**src/rtl/ibus_sram_ctrl_pkg.sv**
```systemverilog
// Shared defines for the instruction-bus SRAM controller: data types, the FSM
// state encoding, and the constant values returned for reads and faults.
package ibus_sram_ctrl_pkg;

    typedef logic [31:0] word_t;
    typedef logic        bit_t;

    // addi x0, x0, 0
    localparam word_t      NOP_INST     = 32'h0000_0013;
    localparam logic [3:0] IBUS_BE_READ = 4'h0;

    typedef enum logic [2:0] {
        IDLE,
        REQ,
        READ,
        DONE,
        PF_REQ,
        PF_READ
    } ibus_state_t;

endpackage

```
**src/rtl/ibus_pf_buf.sv**
```systemverilog
// One-entry sequential prefetch buffer: holds a valid/address/data triple and
// reports a hit when the looked-up address matches the stored one.
module ibus_pf_buf
    import ibus_sram_ctrl_pkg::*;
(
    input  logic  clk,
    input  logic  rst,
    input  logic  flush,
    input  logic  fill,
    input  word_t fill_addr,
    input  word_t fill_data,
    input  word_t lookup_addr,
    output word_t data,
    output logic  hit
);

    logic  valid_reg;
    word_t addr_reg;
    word_t data_reg;

    always_ff @(posedge clk) begin
        if (rst) begin
            valid_reg <= 1'b0;
            addr_reg  <= '0;
            data_reg  <= '0;
        end else begin
            if (fill) begin
                addr_reg <= fill_addr;
                data_reg <= fill_data;
            end
            // A flush coinciding with a fill leaves the entry invalid.
            if (flush)
                valid_reg <= 1'b0;
            else if (fill)
                valid_reg <= 1'b1;
        end
    end

    assign data = data_reg;
    assign hit  = valid_reg && (addr_reg == lookup_addr);

endmodule

```
**src/rtl/ibus_sram_ctrl.sv**
```systemverilog
// Read-only instruction fetch path to the shared base SRAM via a req/gnt arbiter.
// Defining IBUS_PREFETCH_EN adds a one-entry sequential prefetch buffer.
module ibus_sram_ctrl
    import ibus_sram_ctrl_pkg::*;
#(
    parameter int          WAIT_CYCLES = 2,
    parameter logic [31:0] BASE_ADDR   = 32'h8000_0000,
    parameter int          ADDR_WIDTH  = 20
) (
    input  logic                  clk,
    input  logic                  rst,
    input  logic                  if_load,
    input  logic [31:0]           if_address,
    input  logic                  ibus_flush,
    output logic                  ibus_stall,
    output logic [31:0]           ibus_inst,
    output logic                  ibus_fault,
    output logic                  sram_req,
    input  logic                  sram_gnt,
    output logic [ADDR_WIDTH-1:0] sram_addr,
    output logic                  sram_ce_n,
    output logic                  sram_oe_n,
    output logic                  sram_we_n,
    output logic [3:0]            sram_be_n,
    input  logic [31:0]           sram_data_in
);

    localparam int CW = $clog2(WAIT_CYCLES + 1);

    ibus_state_t           state_reg;
    logic [CW-1:0]         cnt_reg;
    word_t                 inst_reg;
    bit_t                  fault_reg;
    logic                  req_reg;
    logic                  rd_n_reg;
    logic [ADDR_WIDTH-1:0] sram_addr_reg;
    logic                  pf_hit;
    word_t                 pf_rd_data;

    // Aligned and inside [BASE_ADDR, BASE_ADDR + 4*2^ADDR_WIDTH); 33 bits catch underflow.
    function automatic logic addr_ok(input word_t a);
        logic [32:0] off;
        off = {1'b0, a} - {1'b0, BASE_ADDR};
        return (a[1:0] == 2'b00) && ((off >> (ADDR_WIDTH + 2)) == 33'd0);
    endfunction

    function automatic logic [ADDR_WIDTH-1:0] word_idx(input word_t a);
        word_t off;
        off = a - BASE_ADDR;
        return ADDR_WIDTH'(off >> 2);
    endfunction

`ifdef IBUS_PREFETCH_EN
    word_t addr_reg;
    word_t pend_addr_reg;
    logic  pend_reg;
    logic  pf_kill_reg;
    logic  pend_now;
    word_t pend_addr_now;
    logic  pf_fill;

    assign pend_now      = pend_reg || if_load;
    assign pend_addr_now = pend_reg ? pend_addr_reg : if_address;
    assign pf_fill       = (state_reg == PF_READ) && (cnt_reg == '0) && !pf_kill_reg;

    ibus_pf_buf u_pf_buf (
        .clk         (clk),
        .rst         (rst),
        .flush       (ibus_flush),
        .fill        (pf_fill),
        .fill_addr   (addr_reg),
        .fill_data   (sram_data_in),
        .lookup_addr (if_address),
        .data        (pf_rd_data),
        .hit         (pf_hit)
    );
`else
    logic unused_flush;
    assign unused_flush = ibus_flush;
    assign pf_hit       = 1'b0;
    assign pf_rd_data   = NOP_INST;
`endif

    always_comb begin
        ibus_stall = 1'b0;
        unique case (state_reg)
            IDLE:        ibus_stall = if_load && !pf_hit;
            REQ, READ:   ibus_stall = 1'b1;
`ifdef IBUS_PREFETCH_EN
            PF_REQ, PF_READ: ibus_stall = if_load || pend_reg;
`endif
            default:     ibus_stall = 1'b0;
        endcase
    end

    always_ff @(posedge clk) begin
        if (rst) begin
            state_reg     <= IDLE;
            cnt_reg       <= '0;
            inst_reg      <= NOP_INST;
            fault_reg     <= 1'b0;
            req_reg       <= 1'b0;
            rd_n_reg      <= 1'b1;
            sram_addr_reg <= '0;
`ifdef IBUS_PREFETCH_EN
            addr_reg      <= '0;
            pend_addr_reg <= '0;
            pend_reg      <= 1'b0;
            pf_kill_reg   <= 1'b0;
`endif
        end else begin
            unique case (state_reg)
                IDLE: begin
                    if (if_load) begin
`ifdef IBUS_PREFETCH_EN
                        addr_reg <= if_address;
`endif
                        state_reg <= DONE;
                        if (pf_hit) begin
                            inst_reg  <= pf_rd_data;
                            fault_reg <= 1'b0;
                        end else if (!addr_ok(if_address)) begin
                            inst_reg  <= NOP_INST;
                            fault_reg <= 1'b1;
                        end else begin
                            sram_addr_reg <= word_idx(if_address);
                            req_reg       <= 1'b1;
                            state_reg     <= REQ;
                        end
                    end
                end
                REQ: begin
                    if (sram_gnt) begin
                        cnt_reg   <= CW'(WAIT_CYCLES - 1);
                        rd_n_reg  <= 1'b0;
                        state_reg <= READ;
                    end
                end
                READ: begin
                    if (cnt_reg == '0) begin
                        inst_reg  <= sram_data_in;
                        fault_reg <= 1'b0;
                        req_reg   <= 1'b0;
                        rd_n_reg  <= 1'b1;
                        state_reg <= DONE;
                    end else begin
                        cnt_reg <= cnt_reg - 1'b1;
                    end
                end
                DONE: begin
                    // if_load here is still the request just served.
                    state_reg <= IDLE;
`ifdef IBUS_PREFETCH_EN
                    if (addr_ok(addr_reg + 32'd4)) begin
                        addr_reg      <= addr_reg + 32'd4;
                        sram_addr_reg <= word_idx(addr_reg + 32'd4);
                        req_reg       <= 1'b1;
                        pend_reg      <= 1'b0;
                        pf_kill_reg   <= ibus_flush;
                        state_reg     <= PF_REQ;
                    end
`endif
                end
`ifdef IBUS_PREFETCH_EN
                PF_REQ, PF_READ: begin
                    if (ibus_flush)
                        pf_kill_reg <= 1'b1;
                    if (if_load && !pend_reg) begin
                        pend_reg      <= 1'b1;
                        pend_addr_reg <= if_address;
                    end
                    if (state_reg == PF_REQ) begin
                        if (sram_gnt) begin
                            cnt_reg   <= CW'(WAIT_CYCLES - 1);
                            rd_n_reg  <= 1'b0;
                            state_reg <= PF_READ;
                        end
                    end else if (cnt_reg != '0) begin
                        cnt_reg <= cnt_reg - 1'b1;
                    end else begin
                        req_reg   <= 1'b0;
                        rd_n_reg  <= 1'b1;
                        pend_reg  <= 1'b0;
                        state_reg <= IDLE;
                        // A fetch that arrived during the prefetch is served now.
                        if (pend_now) begin
                            addr_reg  <= pend_addr_now;
                            state_reg <= DONE;
                            if (!pf_kill_reg && !ibus_flush && pend_addr_now == addr_reg) begin
                                inst_reg  <= sram_data_in;
                                fault_reg <= 1'b0;
                            end else if (!addr_ok(pend_addr_now)) begin
                                inst_reg  <= NOP_INST;
                                fault_reg <= 1'b1;
                            end else begin
                                sram_addr_reg <= word_idx(pend_addr_now);
                                req_reg       <= 1'b1;
                                state_reg     <= REQ;
                            end
                        end
                    end
                end
`endif
                default: state_reg <= IDLE;
            endcase
        end
    end

    assign ibus_inst  = inst_reg;
    assign ibus_fault = fault_reg;
    assign sram_req   = req_reg;
    assign sram_addr  = sram_addr_reg;
    assign sram_ce_n  = rd_n_reg;
    assign sram_oe_n  = rd_n_reg;
    assign sram_we_n  = 1'b1;
    assign sram_be_n  = rd_n_reg ? 4'hF : IBUS_BE_READ;

endmodule
```
**config.mk**
```make
export PLATFORM = sky130hd
export DESIGN_NAME = ibus_sram_ctrl
export DESIGN_NICKNAME = d
export VERILOG_FILES = /design/src/rtl/ibus_sram_ctrl_pkg.sv /design/src/rtl/ibus_pf_buf.sv /design/src/rtl/ibus_sram_ctrl.sv
export SDC_FILE = /design/constraint.sdc
export NUM_CORES = 1
export LEC_CHECK = 0
export CORE_ASPECT_RATIO = 0.6
export CORE_MARGIN = 3
export CORE_UTILIZATION = 40
export DETAILED_ROUTE_END_ITERATION = 6
export GPL_ROUTABILITY_DRIVEN = 0
export PLACE_DENSITY_LB_ADDON = 0.05
export SYNTH_ARGS = -nofsm -noshare
export SYNTH_HDL_FRONTEND = slang
export SYNTH_SLANG_ARGS = --single-unit
```
**constraint.sdc**
```tcl
create_clock -name clk -period 2 [get_ports clk]
set_input_delay 0.5 -clock clk [delete_from_list [all_inputs] [get_ports clk]]
set_output_delay 0.5 -clock clk [all_outputs]
set_load 0.005 [all_outputs]
```
==> metrics.txt <==
status finished, final reports clean; Inserted Diodes 0; end point of the critical path ibus_stall; Routed Antenna Nets 0; first-pass GRT wire length ~12000 µm; Worst EP arrival 1450 ps; drt wl/cell ~15 µm; fraction of layout cells with a size suffix above 1 11.36%; Max-Cap Viols 0; Post-synth top flop dfxtp_1; grt total ovfl 0; maximum vdd ir drop approximately 0.8 mV; Largest register FFs 32; Clk pwr share 29.2%; initial DRC count about 90; DR vias/cell about 5.2; Core Util, Final 72.72%; part of the power in registers 29.7%; power per cell area ~1100 nW/µm²; critical path launch point type flop; switching part of the total power a little under a third; Mapped Area 2529 µm²; maximum clock rate 513.7 MHz; hold-fix buffers at CTS 0; register area share after synthesis 46.71%; Hold Violations, Final 0; reg2reg setup slack 130 ps; minimum clock period 1947 ps; Psw 1.518 mW; area of the multi-input gates roughly 1200 µm²; Sequential Area 1184 µm²; Tot GR Track Use 21.85%; CTS H-tree lvls 3; Die X-Extent 108.6 µm; clock sinks 59; port bufs 128; Final Skew between 7 and 8 ps; Cells after Synth roughly 310; clock tree buffer depth 2; Reg clk slew, reported paths 70 ps; Ys Warns 0; RR Endpoint ibus_inst[8]$_SDFFE_PP0P_; RSZ-0062 raised after global routing false; initial antenna violation count 0; Final period util between 90 and 100%; crit end category output pin; Unique masters post-synth 34; most frequent cell after synthesis dfxtp_1; Starting Density 43.35%; DR DRC count 0; Placeable Area 5833 µm²; vias in the first global route between 2000 and 3000; top-area cell type share of the netlist area 46.71%; critical path type reg2out; average cell area after synthesis 8.210 µm²; number of flops mapped to enable cells by yosys 0; I/O pins around 130; dpl hpwl between 5000 and 6000 µm; pre-CTS setup slack -271.2 ps; Area contributors post-synth dfxtp_1 47%, a21oi_1 10%, nand4_1 7.7%, nand2_1 6.4%, o21ai_0 4.9%; Die Y between 60 and 70 µm; #FFs+latches synth 59; worst r2r path cells 7; synth cell count leaders 59 x dfxtp_1, 53 x a21oi_1, 43 x nand2_1, 31 x nand4_1, 25 x o21ai_0; RR Startpoint state_reg[1]$_SDFFE_PP0P_; Critical Path Source state_reg[1]$_SDFFE_PP0P_; setup ws final roughly 53 ps; Num CTS Buffers 9; fin. max-slew vios 0; CTS tree yes; DIE AREA about 7300 µm²; area delta synth->final 67.74%; CP max FO 4; max-slew headroom at the worst pin between 60% and 70%; total number of vias 2686; worst-margin pin slew 513.1 ps; P_leak approximately 1.5 nW; Final #Nets 509; Initial DRT Pass Iterations 4; Hold WC Path Type reg2reg; Int Pwr 3.260 mW; # setup viols final 0; pin count of the biggest net entering global routing 32; post-synthesis net count between 300 and 400; routed wire length 7982 µm; WP data required 1500 ps; Fill cells between 400 and 500; Logic pwr share 41.1%; Rows 21; async set-or-reset flop fraction in the synthesized netlist 0%; root buf cell clkbuf_8; area leader, netlist dfxtp_1; Skew-Pair Late Insertion Delay 340 ps
[layer usage]
layer / global-route usage [%] / vias up / wire length, µm
met1: 25.75 / 1252 / 3434
li1: - / 1336 / -
met5: 0 / - / 0
met2: 36.54 / 94 / 3791
met4: 8.031 / 0 / 25
met3: 8.500 / 4 / 730
[worst max-delay path, stage by stage, from the launching register on]
cell	delay (ps)
dfxtp_2	350
inv_1	80
ha_4	170
and2_4	130
nor2_1	80
nor2_1	40
dlygate4sd2_1	260
[stage by stage]
stage	hold slack, ps	cell area, µm²	std cells	power [mW]	setup TNS (ps)
5_1_grt	472.3	4242	520	5.039	0
2_1_floorplan	448.2	2529	308	2.436	0
3_5_place_dp	443.5	3948	502	3.338	-6087
4_1_cts	452.6	4232	519	4.802	0
6_report	447.7	4242	520	4.778	0
3_3_place_gp	436.4	3948	502	3.291	-5004
[layout by cell type (no fill, tap or decap), drive strengths merged]
cell and n:
and2 1, nand4b 1, a21oi 53, inv 5
or3 2, ha 5, conb 1, a22o 1
nand4 31, dfxtp 59, bufinv 3, nor4 2
clkinv 1, dlymetal6s2s 1, or2 2, o21ai 31
o21bai 1, mux2 1, nand3 1, nand2 43
a211oi 1, nor4b 1, nand3b 1, nor3b 3
a22oi 1, mux2i 5, nor3 2, buf 22
nor2 11, a31oi 3, and4 2, nor2b 3
clkbuf 12, dlygate4sd2 1, nand2b 2, clkdlybuf4s50 125
[worst min path at each step]
| stage | end | slack [ps] | start | cells after the start |
|---|---|---|---|---|
| after floorplan | sram_addr[0]$_SDFFE_PP0P_ | 450 | sram_addr[0]$_SDFFE_PP0P_ | 2 |
| after global placement | sram_addr[6]$_SDFFE_PP0P_ | 440 | sram_addr[6]$_SDFFE_PP0P_ | 2 |
| after detailed placement | sram_addr[10]$_SDFFE_PP0P_ | 440 | sram_addr[10]$_SDFFE_PP0P_ | 2 |
| after CTS | sram_addr[10]$_SDFFE_PP0P_ | 450 | sram_addr[10]$_SDFFE_PP0P_ | 2 |
| after global routing | sram_addr[10]$_SDFFE_PP0P_ | 470 | sram_addr[10]$_SDFFE_PP0P_ | 2 |
| final | sram_addr[10]$_SDFFE_PP0P_ | 450 | sram_addr[10]$_SDFFE_PP0P_ | 2 |
[logic make-up after synthesis]
family                   Yosys count  synth area share, %
AND/OR/NAND/NOR                  108                22.76
buffers and inverters             38                6.878
adder cells (fa/ha/maj)            5                2.474
flip-flops                        59                46.71
other                              1               0.1483
multiplexers                       6                2.425
AO/OA/AOI/OAI                     91                18.60
[power groups by stage]
| stage | Combinational (mW) | Sequential (mW) | Clock [mW] |
|---|---|---|---|
| detailed placement | 1.89 | 1.44 | 0 |
| CTS | 1.96 | 1.42 | 1.43 |
| floorplan | 0.995 | 1.44 | 0 |
| global placement | 1.86 | 1.43 | 0 |
| global route | 2.15 | 1.43 | 1.46 |
| finish | 1.97 | 1.42 | 1.40 |
[what timing repair did]
item / CTS / global route
pin swaps: 0 / 0
endpoints found under the setup margin: 1 / 1
setup buffers: 1 / 1
resized for setup: 5 / 1
[layout make-up]
cell class | count | share of cell area (%)
timing repair buffer | 149 | 35.01
clock inverter | 4 | 2.242
tap | 80 | 2.360
clock buffer | 12 | 3.894
sequential | 59 | 27.91
multi-input combinational | 211 | 28.14
inverter | 5 | 0.4425
No activity file was read; power rests on OpenSTA's default activity.
